===== src/rtl/ref_cline_req_sequencer_if.sv =====
// ---------------------------------------------------------------------------
// ref_cline_req_sequencer_if
// Bundles the block-request input side and the cache-line request output
// side of the reference-cache line sequencer.
//
//   Block side : blk_valid_in, blk_ready_out, start_x_in, start_y_in,
//                delta_x_in, delta_y_in, flush_in
//   Line side  : cl_valid_out, cl_ready_in, cl_x_out, cl_y_out, cl_idx_out,
//                cl_first_out, cl_last_out, blk_done_out
//
// Modports:
//   slave  - the sequencer itself (consumes blocks, produces line requests)
//   master - the environment around it (span calculator upstream plus the
//            tag-lookup stage downstream)
// ---------------------------------------------------------------------------
interface ref_cline_req_sequencer_if #(
   parameter int C_L_H_SIZE = 3,
   parameter int C_L_V_SIZE = 2,
   parameter int PIC_X_WDTH = 12,
   parameter int PIC_Y_WDTH = 12
);
   localparam int CLX_WDTH = PIC_X_WDTH - C_L_H_SIZE;
   localparam int CLY_WDTH = PIC_Y_WDTH - C_L_V_SIZE;

   logic                  blk_valid_in;
   logic                  blk_ready_out;
   logic [PIC_X_WDTH-1:0] start_x_in;
   logic [PIC_Y_WDTH-1:0] start_y_in;
   logic [1:0]            delta_x_in;
   logic [1:0]            delta_y_in;
   logic                  flush_in;

   logic                  cl_valid_out;
   logic                  cl_ready_in;
   logic [CLX_WDTH-1:0]   cl_x_out;
   logic [CLY_WDTH-1:0]   cl_y_out;
   logic [3:0]            cl_idx_out;
   logic                  cl_first_out;
   logic                  cl_last_out;
   logic                  blk_done_out;

   modport slave (
      input  blk_valid_in, start_x_in, start_y_in, delta_x_in, delta_y_in,
             flush_in, cl_ready_in,
      output blk_ready_out, cl_valid_out, cl_x_out, cl_y_out, cl_idx_out,
             cl_first_out, cl_last_out, blk_done_out
   );

   modport master (
      output blk_valid_in, start_x_in, start_y_in, delta_x_in, delta_y_in,
             flush_in, cl_ready_in,
      input  blk_ready_out, cl_valid_out, cl_x_out, cl_y_out, cl_idx_out,
             cl_first_out, cl_last_out, blk_done_out
   );
endinterface


===== src/rtl/ref_cline_req_sequencer.sv =====
// ---------------------------------------------------------------------------
// ref_cline_req_sequencer
// Accepts one reference-block request (start pixel position plus cache-line
// span deltas) and walks every covered cache line in raster order (x inner,
// y outer), issuing one registered line coordinate per cycle over a
// valid/ready handshake. A new block can be accepted in the same cycle as
// the last line transfer, so consecutive blocks stream without a bubble.
//
// Ports:
//   clk    - rising-edge clock
//   reset  - asynchronous, active-low reset
//   bus    - slave view of ref_cline_req_sequencer_if (block request in,
//            cache-line request out, flush, done pulse)
// ---------------------------------------------------------------------------
module ref_cline_req_sequencer #(
   parameter int C_L_H_SIZE = 3,
   parameter int C_L_V_SIZE = 2,
   parameter int PIC_X_WDTH = 12,
   parameter int PIC_Y_WDTH = 12
) (
   input  logic                     clk,
   input  logic                     reset,
   ref_cline_req_sequencer_if.slave bus
);
   localparam int CLX_WDTH = PIC_X_WDTH - C_L_H_SIZE;
   localparam int CLY_WDTH = PIC_Y_WDTH - C_L_V_SIZE;

   typedef enum logic {IDLE, ISSUE} state_t;

   state_t              state_q, state_d;

   logic [CLX_WDTH-1:0] base_x_q, base_x_d;
   logic [CLY_WDTH-1:0] base_y_q, base_y_d;
   logic [1:0]          dx_q, dx_d;
   logic [1:0]          dy_q, dy_d;
   logic [1:0]          cnt_x_q, cnt_x_d;
   logic [1:0]          cnt_y_q, cnt_y_d;

   logic                cl_valid_q, cl_valid_d;
   logic [CLX_WDTH-1:0] cl_x_q, cl_x_d;
   logic [CLY_WDTH-1:0] cl_y_q, cl_y_d;
   logic [3:0]          cl_idx_q, cl_idx_d;
   logic                cl_first_q, cl_first_d;
   logic                cl_last_q, cl_last_d;
   logic                blk_done_q, blk_done_d;

   logic                xfer;
   logic                last_xfer;
   logic                blk_ready;
   logic                accept;
   logic [1:0]          nx, ny;

   // Line coordinates wrap silently at the picture-index width.
   function automatic logic [CLX_WDTH-1:0] line_x(input logic [CLX_WDTH-1:0] base,
                                                  input logic [1:0] off);
      return base + CLX_WDTH'(off);
   endfunction

   function automatic logic [CLY_WDTH-1:0] line_y(input logic [CLY_WDTH-1:0] base,
                                                  input logic [1:0] off);
      return base + CLY_WDTH'(off);
   endfunction

   // Handshake decode. Ready is held low while in reset and during a flush
   // cycle; in ISSUE it only opens on the last-line transfer so the next
   // block slots in with no idle cycle.
   always_comb begin
      xfer      = cl_valid_q & bus.cl_ready_in;
      last_xfer = xfer & cl_last_q;
      blk_ready = 1'b0;
      if (reset && !bus.flush_in)
         blk_ready = (state_q == IDLE) ? 1'b1 : last_xfer;
      accept    = bus.blk_valid_in & blk_ready;
   end

   // Next-state logic
   always_comb begin
      state_d = state_q;
      if (bus.flush_in)
         state_d = IDLE;
      else if (accept)
         state_d = ISSUE;
      else if (last_xfer)
         state_d = IDLE;
   end

   // Next values of the latched block fields, counters and registered outputs
   always_comb begin
      base_x_d   = base_x_q;
      base_y_d   = base_y_q;
      dx_d       = dx_q;
      dy_d       = dy_q;
      cnt_x_d    = cnt_x_q;
      cnt_y_d    = cnt_y_q;
      cl_valid_d = cl_valid_q;
      cl_x_d     = cl_x_q;
      cl_y_d     = cl_y_q;
      cl_idx_d   = cl_idx_q;
      cl_first_d = cl_first_q;
      cl_last_d  = cl_last_q;
      blk_done_d = 1'b0;
      nx         = 2'd0;
      ny         = 2'd0;

      if (bus.flush_in) begin
         cnt_x_d    = 2'd0;
         cnt_y_d    = 2'd0;
         cl_valid_d = 1'b0;
         cl_idx_d   = 4'd0;
         cl_first_d = 1'b0;
         cl_last_d  = 1'b0;
      end else begin
         blk_done_d = last_xfer;
         if (accept) begin
            base_x_d   = CLX_WDTH'(bus.start_x_in >> C_L_H_SIZE);
            base_y_d   = CLY_WDTH'(bus.start_y_in >> C_L_V_SIZE);
            dx_d       = bus.delta_x_in;
            dy_d       = bus.delta_y_in;
            cnt_x_d    = 2'd0;
            cnt_y_d    = 2'd0;
            cl_valid_d = 1'b1;
            cl_x_d     = CLX_WDTH'(bus.start_x_in >> C_L_H_SIZE);
            cl_y_d     = CLY_WDTH'(bus.start_y_in >> C_L_V_SIZE);
            cl_idx_d   = 4'd0;
            cl_first_d = 1'b1;
            cl_last_d  = (bus.delta_x_in == 2'd0) && (bus.delta_y_in == 2'd0);
         end else if (last_xfer) begin
            cnt_x_d    = 2'd0;
            cnt_y_d    = 2'd0;
            cl_valid_d = 1'b0;
            cl_idx_d   = 4'd0;
            cl_first_d = 1'b0;
            cl_last_d  = 1'b0;
         end else if (xfer) begin
            if (cnt_x_q == dx_q) begin
               nx = 2'd0;
               ny = cnt_y_q + 2'd1;
            end else begin
               nx = cnt_x_q + 2'd1;
               ny = cnt_y_q;
            end
            cnt_x_d    = nx;
            cnt_y_d    = ny;
            cl_x_d     = line_x(base_x_q, nx);
            cl_y_d     = line_y(base_y_q, ny);
            // Raster order makes cnt_y*(dx+1)+cnt_x equal to the running
            // line count, so the ordinal simply increments per transfer.
            cl_idx_d   = cl_idx_q + 4'd1;
            cl_first_d = 1'b0;
            cl_last_d  = (nx == dx_q) && (ny == dy_q);
         end
      end
   end

   // State and output registers
   always_ff @(posedge clk or negedge reset) begin
      if (!reset) begin
         state_q    <= IDLE;
         base_x_q   <= '0;
         base_y_q   <= '0;
         dx_q       <= 2'd0;
         dy_q       <= 2'd0;
         cnt_x_q    <= 2'd0;
         cnt_y_q    <= 2'd0;
         cl_valid_q <= 1'b0;
         cl_x_q     <= '0;
         cl_y_q     <= '0;
         cl_idx_q   <= 4'd0;
         cl_first_q <= 1'b0;
         cl_last_q  <= 1'b0;
         blk_done_q <= 1'b0;
      end else begin
         state_q    <= state_d;
         base_x_q   <= base_x_d;
         base_y_q   <= base_y_d;
         dx_q       <= dx_d;
         dy_q       <= dy_d;
         cnt_x_q    <= cnt_x_d;
         cnt_y_q    <= cnt_y_d;
         cl_valid_q <= cl_valid_d;
         cl_x_q     <= cl_x_d;
         cl_y_q     <= cl_y_d;
         cl_idx_q   <= cl_idx_d;
         cl_first_q <= cl_first_d;
         cl_last_q  <= cl_last_d;
         blk_done_q <= blk_done_d;
      end
   end

   assign bus.blk_ready_out = blk_ready;
   assign bus.cl_valid_out  = cl_valid_q;
   assign bus.cl_x_out      = cl_x_q;
   assign bus.cl_y_out      = cl_y_q;
   assign bus.cl_idx_out    = cl_idx_q;
   assign bus.cl_first_out  = cl_first_q;
   assign bus.cl_last_out   = cl_last_q;
   assign bus.blk_done_out  = blk_done_q;

endmodule


===== src/flat_wrapper.sv =====
// flat-port wrapper written by rule: the top's interface ports become plain ports
module ref_cline_req_sequencer_flat 
#(
   parameter int C_L_H_SIZE = 3,
   parameter int C_L_V_SIZE = 2,
   parameter int PIC_X_WDTH = 12,
   parameter int PIC_Y_WDTH = 12
)
  (clk, reset, bus_blk_valid_in, bus_start_x_in, bus_start_y_in, bus_delta_x_in, bus_delta_y_in, bus_flush_in, bus_cl_ready_in, bus_blk_ready_out, bus_cl_valid_out, bus_cl_x_out, bus_cl_y_out, bus_cl_idx_out, bus_cl_first_out, bus_cl_last_out, bus_blk_done_out);
  ref_cline_req_sequencer_if #(.C_L_H_SIZE(C_L_H_SIZE), .C_L_V_SIZE(C_L_V_SIZE), .PIC_X_WDTH(PIC_X_WDTH), .PIC_Y_WDTH(PIC_Y_WDTH)) bus_i ();
  input  logic clk;
  input  logic reset;
  input wire logic [$bits(bus_i.blk_valid_in)-1:0] bus_blk_valid_in;
  input wire logic [$bits(bus_i.start_x_in)-1:0] bus_start_x_in;
  input wire logic [$bits(bus_i.start_y_in)-1:0] bus_start_y_in;
  input wire logic [$bits(bus_i.delta_x_in)-1:0] bus_delta_x_in;
  input wire logic [$bits(bus_i.delta_y_in)-1:0] bus_delta_y_in;
  input wire logic [$bits(bus_i.flush_in)-1:0] bus_flush_in;
  input wire logic [$bits(bus_i.cl_ready_in)-1:0] bus_cl_ready_in;
  output wire logic [$bits(bus_i.blk_ready_out)-1:0] bus_blk_ready_out;
  output wire logic [$bits(bus_i.cl_valid_out)-1:0] bus_cl_valid_out;
  output wire logic [$bits(bus_i.cl_x_out)-1:0] bus_cl_x_out;
  output wire logic [$bits(bus_i.cl_y_out)-1:0] bus_cl_y_out;
  output wire logic [$bits(bus_i.cl_idx_out)-1:0] bus_cl_idx_out;
  output wire logic [$bits(bus_i.cl_first_out)-1:0] bus_cl_first_out;
  output wire logic [$bits(bus_i.cl_last_out)-1:0] bus_cl_last_out;
  output wire logic [$bits(bus_i.blk_done_out)-1:0] bus_blk_done_out;
  assign bus_i.blk_valid_in = bus_blk_valid_in;
  assign bus_i.start_x_in = bus_start_x_in;
  assign bus_i.start_y_in = bus_start_y_in;
  assign bus_i.delta_x_in = bus_delta_x_in;
  assign bus_i.delta_y_in = bus_delta_y_in;
  assign bus_i.flush_in = bus_flush_in;
  assign bus_i.cl_ready_in = bus_cl_ready_in;
  assign bus_blk_ready_out = bus_i.blk_ready_out;
  assign bus_cl_valid_out = bus_i.cl_valid_out;
  assign bus_cl_x_out = bus_i.cl_x_out;
  assign bus_cl_y_out = bus_i.cl_y_out;
  assign bus_cl_idx_out = bus_i.cl_idx_out;
  assign bus_cl_first_out = bus_i.cl_first_out;
  assign bus_cl_last_out = bus_i.cl_last_out;
  assign bus_blk_done_out = bus_i.blk_done_out;
  ref_cline_req_sequencer #(.C_L_H_SIZE(C_L_H_SIZE), .C_L_V_SIZE(C_L_V_SIZE), .PIC_X_WDTH(PIC_X_WDTH), .PIC_Y_WDTH(PIC_Y_WDTH)) u_core (.clk(clk), .reset(reset), .bus(bus_i));
endmodule

===== config.mk =====
export PLATFORM = sky130hd
export DESIGN_NAME = ref_cline_req_sequencer_flat
export DESIGN_NICKNAME = d
export VERILOG_FILES = /design/src/rtl/ref_cline_req_sequencer_if.sv /design/src/rtl/ref_cline_req_sequencer.sv /design/src/flat_wrapper.sv
export SDC_FILE = /design/constraint.sdc
export NUM_CORES = 1
export LEC_CHECK = 0
export ABC_AREA = 1
export CAP_MARGIN = 20
export CORE_MARGIN = 1.5
export CORE_UTILIZATION = 51
export DETAILED_ROUTE_END_ITERATION = 10
export PLACE_DENSITY = 0.81
export SLEW_MARGIN = 20
export SYNTH_ARGS = -nofsm -noshare
export SYNTH_HDL_FRONTEND = slang
export SYNTH_SLANG_ARGS = --single-unit
export TNS_END_PERCENT = 5

===== constraint.sdc =====
create_clock -name clk -period 7.2 [get_ports clk]
set_clock_uncertainty 0.2 [all_clocks]
set_input_delay 0.72 -clock clk [delete_from_list [all_inputs] [get_ports clk]]
set_output_delay 0.72 -clock clk [all_outputs]
set_load 0.01 [all_outputs]

=== Word level (Yosys, flattened, before mapping) ===
Cells that the tools add are included.
W data, S select, Z words.

* Add/sub/neg operators: 5
* Equal/unequal tests: 4
* Mux-type cells: 42
* Bitwise gates (word level): 4
* Reductions and logical operators: 11

{| class="wikitable"
|+ Operators by type and width
! cell !! count
|-
| $mux W2 || 18
|-
| $mux W10 || 3
|-
| $mux W9 || 3
|-
| $mux W4 || 4
|-
| $mux W1 || 14
|-
| $add A10 B2 Y10 || 1
|-
| $add A9 B2 Y9 || 1
|-
| $eq A2 B2 Y1 || 3
|-
| $add A2 B1 Y2 const B || 2
|-
| $add A4 B1 Y4 const B || 1
|-
| $logic_not A2 Y1 || 2
|-
| $reduce_bool A4 Y1 || 1
|-
| $and A1 B1 Y1 || 3
|-
| $logic_and A1 B1 Y1 || 3
|-
| $reduce_and A3 Y1 || 1
|-
| $reduce_bool A3 Y1 || 1
|-
| $ne A2 B2 Y1 const B || 1
|-
| $reduce_and A2 Y1 || 1
|-
| $reduce_bool A2 Y1 || 1
|-
| $logic_not A1 Y1 || 1
|-
| $not A1 Y1 || 1
|}

* Register bits: 54
* Input bits: 33
* Output and inout bits: 28
* Word-level logic and storage cells: 79

=== Logic depth before layout (Yosys ltp) ===
* Depth after elaboration: 13
* Gate-level depth with buffers: 15
* Depth with buffers taken out: 15

=== Worst setup path before layout ===
No wires, ideal clock.

* Path type: register -> register
* Start point: register u_core.cnt_x_q[0]
* End point: register u_core.cl_x_q[8] (netlist: u_core.bus.cl_x_out[8])
* Library setup time: 77 ps
* Data arrival time: 2246 ps
* Required time: 6923 ps
* Slack: 4676 ps
* Stages on the path, launching flop included: 16
* Path buffers: 0
* Period minus slack after synthesis: 2524 ps
* Cell sequence: dfrtp_1 -> inv_2 -> nand2_1 -> nand2_1 -> nand2_2 -> nand2_1 -> inv_1 -> ha_1 -> inv_1 -> fa_1 -> inv_1 -> nand3_2 -> nor3_2 -> nand3_1 -> or3_1 -> a21oi_1

* Longest elaborated chain between the ends: 10
* Elaborated cells on any way between the ends: 11
* Those cells by class: 2 x add/sub; 1 x eq/ne; 8 x mux

{| class="wikitable"
|+ Ends and longest elaborated chain
! item !! line !! RTL
|-
| start, declared || ref_cline_req_sequencer.sv:36 || <nowiki>logic [1:0] cnt_x_q, cnt_x_d;</nowiki>
|-
| start signal, assigned || ref_cline_req_sequencer.sv:178 || <nowiki>cnt_x_q <= cnt_x_d;</nowiki>
|-
| $add A2 B1 Y2 or $eq A2 B2 Y1 (tied branches) || ref_cline_req_sequencer.sv:139, ref_cline_req_sequencer.sv:135 ||
|-
| $mux W2 * || ref_cline_req_sequencer.sv:135 || <nowiki>if (cnt_x_q == dx_q) begin</nowiki>
|-
| $mux W2 * || ref_cline_req_sequencer.sv:134 || <nowiki>end else if (xfer) begin</nowiki>
|-
| $mux W2 * || ref_cline_req_sequencer.sv:127 || <nowiki>end else if (last_xfer) begin</nowiki>
|-
| $mux W2 * || ref_cline_req_sequencer.sv:114 || <nowiki>if (accept) begin</nowiki>
|-
| $mux W2 * || ref_cline_req_sequencer.sv:105 || <nowiki>if (bus.flush_in) begin</nowiki>
|-
| $add A9 B2 Y9 * || ref_cline_req_sequencer.sv:56 || <nowiki>return base + CLX_WDTH'(off);</nowiki>
|-
| $mux W9 * || ref_cline_req_sequencer.sv:134 ||
|-
| $mux W9 * || ref_cline_req_sequencer.sv:127 ||
|-
| $mux W9 * || ref_cline_req_sequencer.sv:114 ||
|-
| end signal, assigned || ref_cline_req_sequencer.sv:181 || <nowiki>cl_x_q <= cl_x_d;</nowiki>
|-
| end, declared || ref_cline_req_sequencer.sv:40 || <nowiki>logic [CLX_WDTH-1:0] cl_x_q, cl_x_d;</nowiki>
|}

Mark *: on every way between the ends. The rest lies on a longest branch, timed or not. The select of a mux whose other input is x is not followed.
A chain may end at the register's enable or synchronous reset.

=== Worst setup path in the final report ===
* Start point: input reset
* End point: output bus_blk_ready_out

* Longest elaborated chain between the ends: 2

{| class="wikitable"
|+ Ends and longest elaborated chain
! item !! line !! RTL
|-
| start, declared || flat_wrapper.sv:12 || <nowiki>input logic reset;</nowiki>
|-
| $logic_and A1 B1 Y1 || ref_cline_req_sequencer.sv:71 || <nowiki>if (reset && !bus.flush_in)</nowiki>
|-
| $mux W1 || ref_cline_req_sequencer.sv:71 ||
|-
| end, declared || flat_wrapper.sv:20 || <nowiki>output wire logic [$bits(bus_i.blk_ready_out)-1:0] bus_blk_ready_out;</nowiki>
|}

No other way between the ends.

==> results.yml <==
logic_synthesis:
  yosys.cell_types.count: 33
  synth_top_cells_by_area: "sky130_fd_sc_hd__dfrtp_1 (49%), sky130_fd_sc_hd__nand2_1 (12%), sky130_fd_sc_hd__nand3_1 (5.5%)"
  yosysWarnings: 0
  synth_largest_area_cell: "sky130_fd_sc_hd__dfrtp_1"
  synth_sequential_area_ratio: 0.4909
  asyncSetResetFlopFracSynth: 1.000
  most_used_dff_post_synth: "sky130_fd_sc_hd__dfrtp_1"
  synth.net_count: 376
  post_synth_instance_area_um2: 2753
  synth.top_cell.area_share: 0.4909
  synthCells: 336
  synth_edf_count: 0
  synth-seq-cells: 54
  synthesis.area_per_instance_um2: 8.192
grt:
  initial_antenna_violation_count: 0
  first_global_vias: 2339
  groute.usage.overall: 0.2228
  globalRoute.totalOverflow: 0
  grt_max_degree: 56
  grt_first_pass_wirelength_um: 10540
critical_path:
  highest_net_fanout_along_the_worst_path: 55
  reg2regPathDepth: 15
  worstPathRequired_ps: 6280
  regToRegStartpoint: "u_core.cnt_x_q[1]$_DFFE_PN0P_"
  worst-setup-path-type: "primary input to output port"
  setup.reg_to_reg.worst_slack_ps: 4250
  cp.arrival_ps: 2260
  worst_setup_path_startpoint: "reset"
  reg2reg_to: "u_core.bus.cl_x_out[8]$_DFFE_PN0P_"
  worst_setup_path_start_kind: "primary input"
  worst_setup_path_end_kind: "output port"
route:
  via_per_inst: 5.340
  drt_first_pass_iters: 4
  detail_route.wl_per_cell_um: 13.26
  drt_iter0_drc: 115
  total_number_of_vias: 2451
  finalWirelength_um: 6088
  drt_drc_violations_left: 0
  ant_nets: 0
sta:
  rsz_0062_raised_after_global_routing: "false"
  timing_hold_violations_final: 0
  finalCriticalPeriod_ps: 3184
  setup_violations: 0
  fmax_mhz: 314.1
  timing.final.crit_share: 0.4422
  count_of_pins_over_their_slew_limit: 0
  slew_headroom: 0.5440
  timing_worst_slew_pin_value_ps: 684.0
  setup_total_negative_slack_ps: 0
layout:
  fillerInstances: 449
  most-common-layout-cells: "sky130_fd_sc_hd__nand2_1 (89), sky130_fd_sc_hd__clkdlybuf4s50_1 (54), sky130_fd_sc_hd__dfrtp_1 (54)"
  post_route_cells_drive_above_1_share: 0.04627
  number_of_nets_in_the_layout: 428
  mostFrequentLayoutCell: "sky130_fd_sc_hd__nand2_1"
  final-instance-count-excl-fill: 459
  area.growth.synth_to_final_pct: 24.45
  antenna_cells_inserted: 0
run:
  timing.max_cap.violations: 0
pwr:
  powerDensity_nw_per_um2: 260.2
  vdd_drop_max_mv: 0.2158
  static-leakage-power_nw: 1.617
clocking:
  tritoncts_num_sinks: 54
  tritoncts: "yes"
  clockRootBuffer: "sky130_fd_sc_hd__clkbuf_8"
  h_tree_depth: 2
  hold_buffers: 0
  clk_path_buf_depth: 2
  post-cts-setup-buffer-count: 0
  numCtsBuffers: 5
  cts_resized: 0
  clkLatencyLatePin_ps: 300
  clk_pin_slew_worst_paths_ps: 90
placed_design:
  place.gp.congestion: 0.8224
  dp_hpwl_um: 4277
  buffer_ports.inserted: 55
  placedCellCount: 451
floorplan:
  fp-row-count: 26
  initial_utilization: 0.5355
  num_io_pins: 61
  core-area_um2: 5140
  horizontal_die_dimension_um: 76.47
  design.die.area_um2: 5847
  dieHeight_um: 76.47
min_path:
  min-delay-path-class: "register to register"
  min_path_cells: 2
  hold_path_end: "u_core.base_x_q[0]$_DFFE_PN0P_"
  hold_start: "u_core.base_x_q[0]$_DFFE_PN0P_"
outcome:
  outcome: "finished clean"
## flip-flops by register name, indices dropped and copies added, names as in the netlist, 2 cells and up
register / count
u_core.bus.cl_idx_out: 4
u_core.dx_q: 2
u_core.base_y_q: 10
u_core.base_x_q: 9
u_core.cnt_y_q: 2
u_core.dy_q: 2
u_core.bus.cl_x_out: 9
u_core.cnt_x_q: 2
u_core.bus.cl_y_out: 10
## through the flow
| stage | cell area [um^2] | setup WS (ps) | hold slack [ps] | util | total power, W |
|---|---|---|---|---|---|
| 6_report | 3426 | 4016 | 303.8 | 0.6665 | 0.0008913 |
| 5_1_grt | 3426 | 3835 | 331.5 | 0.6665 | 0.0009543 |
| 4_1_cts | 3426 | 3974 | 302.5 | 0.6665 | 0.0008959 |
| 3_5_place_dp | 3319 | 3836 | 276.3 | 0.6458 | 0.0006982 |
| 3_3_place_gp | 3319 | 3881 | 273.3 | 0.6458 | 0.0006864 |
| 2_1_floorplan | 2753 | 4676 | 224.4 | - | 0.0005674 |
## Yosys cell counts (2+ instances only)
master	n
sky130_fd_sc_hd__nand2_1	89
sky130_fd_sc_hd__dfrtp_1	54
sky130_fd_sc_hd__inv_1	35
sky130_fd_sc_hd__nand3_1	30
sky130_fd_sc_hd__nor2_1	24
sky130_fd_sc_hd__o21ai_0	24
sky130_fd_sc_hd__a31oi_1	14
sky130_fd_sc_hd__a21oi_1	8
sky130_fd_sc_hd__nand4_1	7
sky130_fd_sc_hd__buf_2	5
sky130_fd_sc_hd__ha_1	5
sky130_fd_sc_hd__nor3_1	5
sky130_fd_sc_hd__o22ai_1	5
sky130_fd_sc_hd__xor2_1	5
sky130_fd_sc_hd__buf_6	3
sky130_fd_sc_hd__inv_2	3
sky130_fd_sc_hd__clkbuf_1	2
sky130_fd_sc_hd__fa_1	2
sky130_fd_sc_hd__nand2_2	2
## metal layers
layer	vias to the layer above	global-route usage	routed length [um]
li1	1209	-	-
met1	1183	0.2919	2816
met2	52	0.3759	3003
met3	7	0.04072	198
met4	0	0.06852	70
met5	-	0	0
## power breakdown
| group | switching [W] | internal (W) | total, W |
|---|---|---|---|
| logic | 0.000142 | 0.000137 | 0.000279 |
| clock network | 0.0000940 | 0.000104 | 0.000198 |
| registers | 0.0000468 | 0.000367 | 0.000414 |
| total | 0.000283 | 0.000609 | 0.000891 |
## how the worst max path moves through the flow
stage / slack, ps / cells past startpoint / endpoint
floorplan: 4680 / 15 / u_core.bus.cl_x_out[8]$_DFFE_PN0P_
global placement: 3880 / 9 / u_core.bus.cl_y_out[9]$_DFFE_PN0P_
detailed placement: 3840 / 9 / u_core.bus.cl_y_out[9]$_DFFE_PN0P_
CTS: 3970 / 5 / bus_blk_ready_out
global route: 3840 / 5 / bus_blk_ready_out
finish: 4020 / 5 / bus_blk_ready_out
## critical path, cell delays in order
cell and delay (ps):
sky130_fd_sc_hd__buf_2 70, sky130_fd_sc_hd__buf_4 540, sky130_fd_sc_hd__nand2_1 140, sky130_fd_sc_hd__nor2_2 200, sky130_fd_sc_hd__clkdlybuf4s50_1 560
## kinds of logic (layout without fill, tap and decap cells)
kind of cell | after synthesis | in the layout | synth area share
adders and majority gates | 7 | 7 | 0.03727
and+or+nand+nor | 164 | 164 | 0.2586
buffers and inverters | 50 | 103 | 0.08045
xor gates and xnor gates | 6 | 6 | 0.01909
DFF | 54 | 54 | 0.4909
muxes | 1 | 1 | 0.003637
AOI/OAI and AO/OA | 54 | 54 | 0.1100
## cell type report
type | count | area [um^2] | area share
clock buffer | 7 | 76.32 | 0.02228
tap | 70 | 87.58 | 0.02557
inverter | 39 | 147.6 | 0.04310
timing repair buffer | 56 | 553.0 | 0.1614
clock inverter | 1 | 30.03 | 0.008766
sequential | 54 | 1351 | 0.3944
multi-input combinational | 232 | 1180 | 0.3444
(Power assumes the default switching activity.)
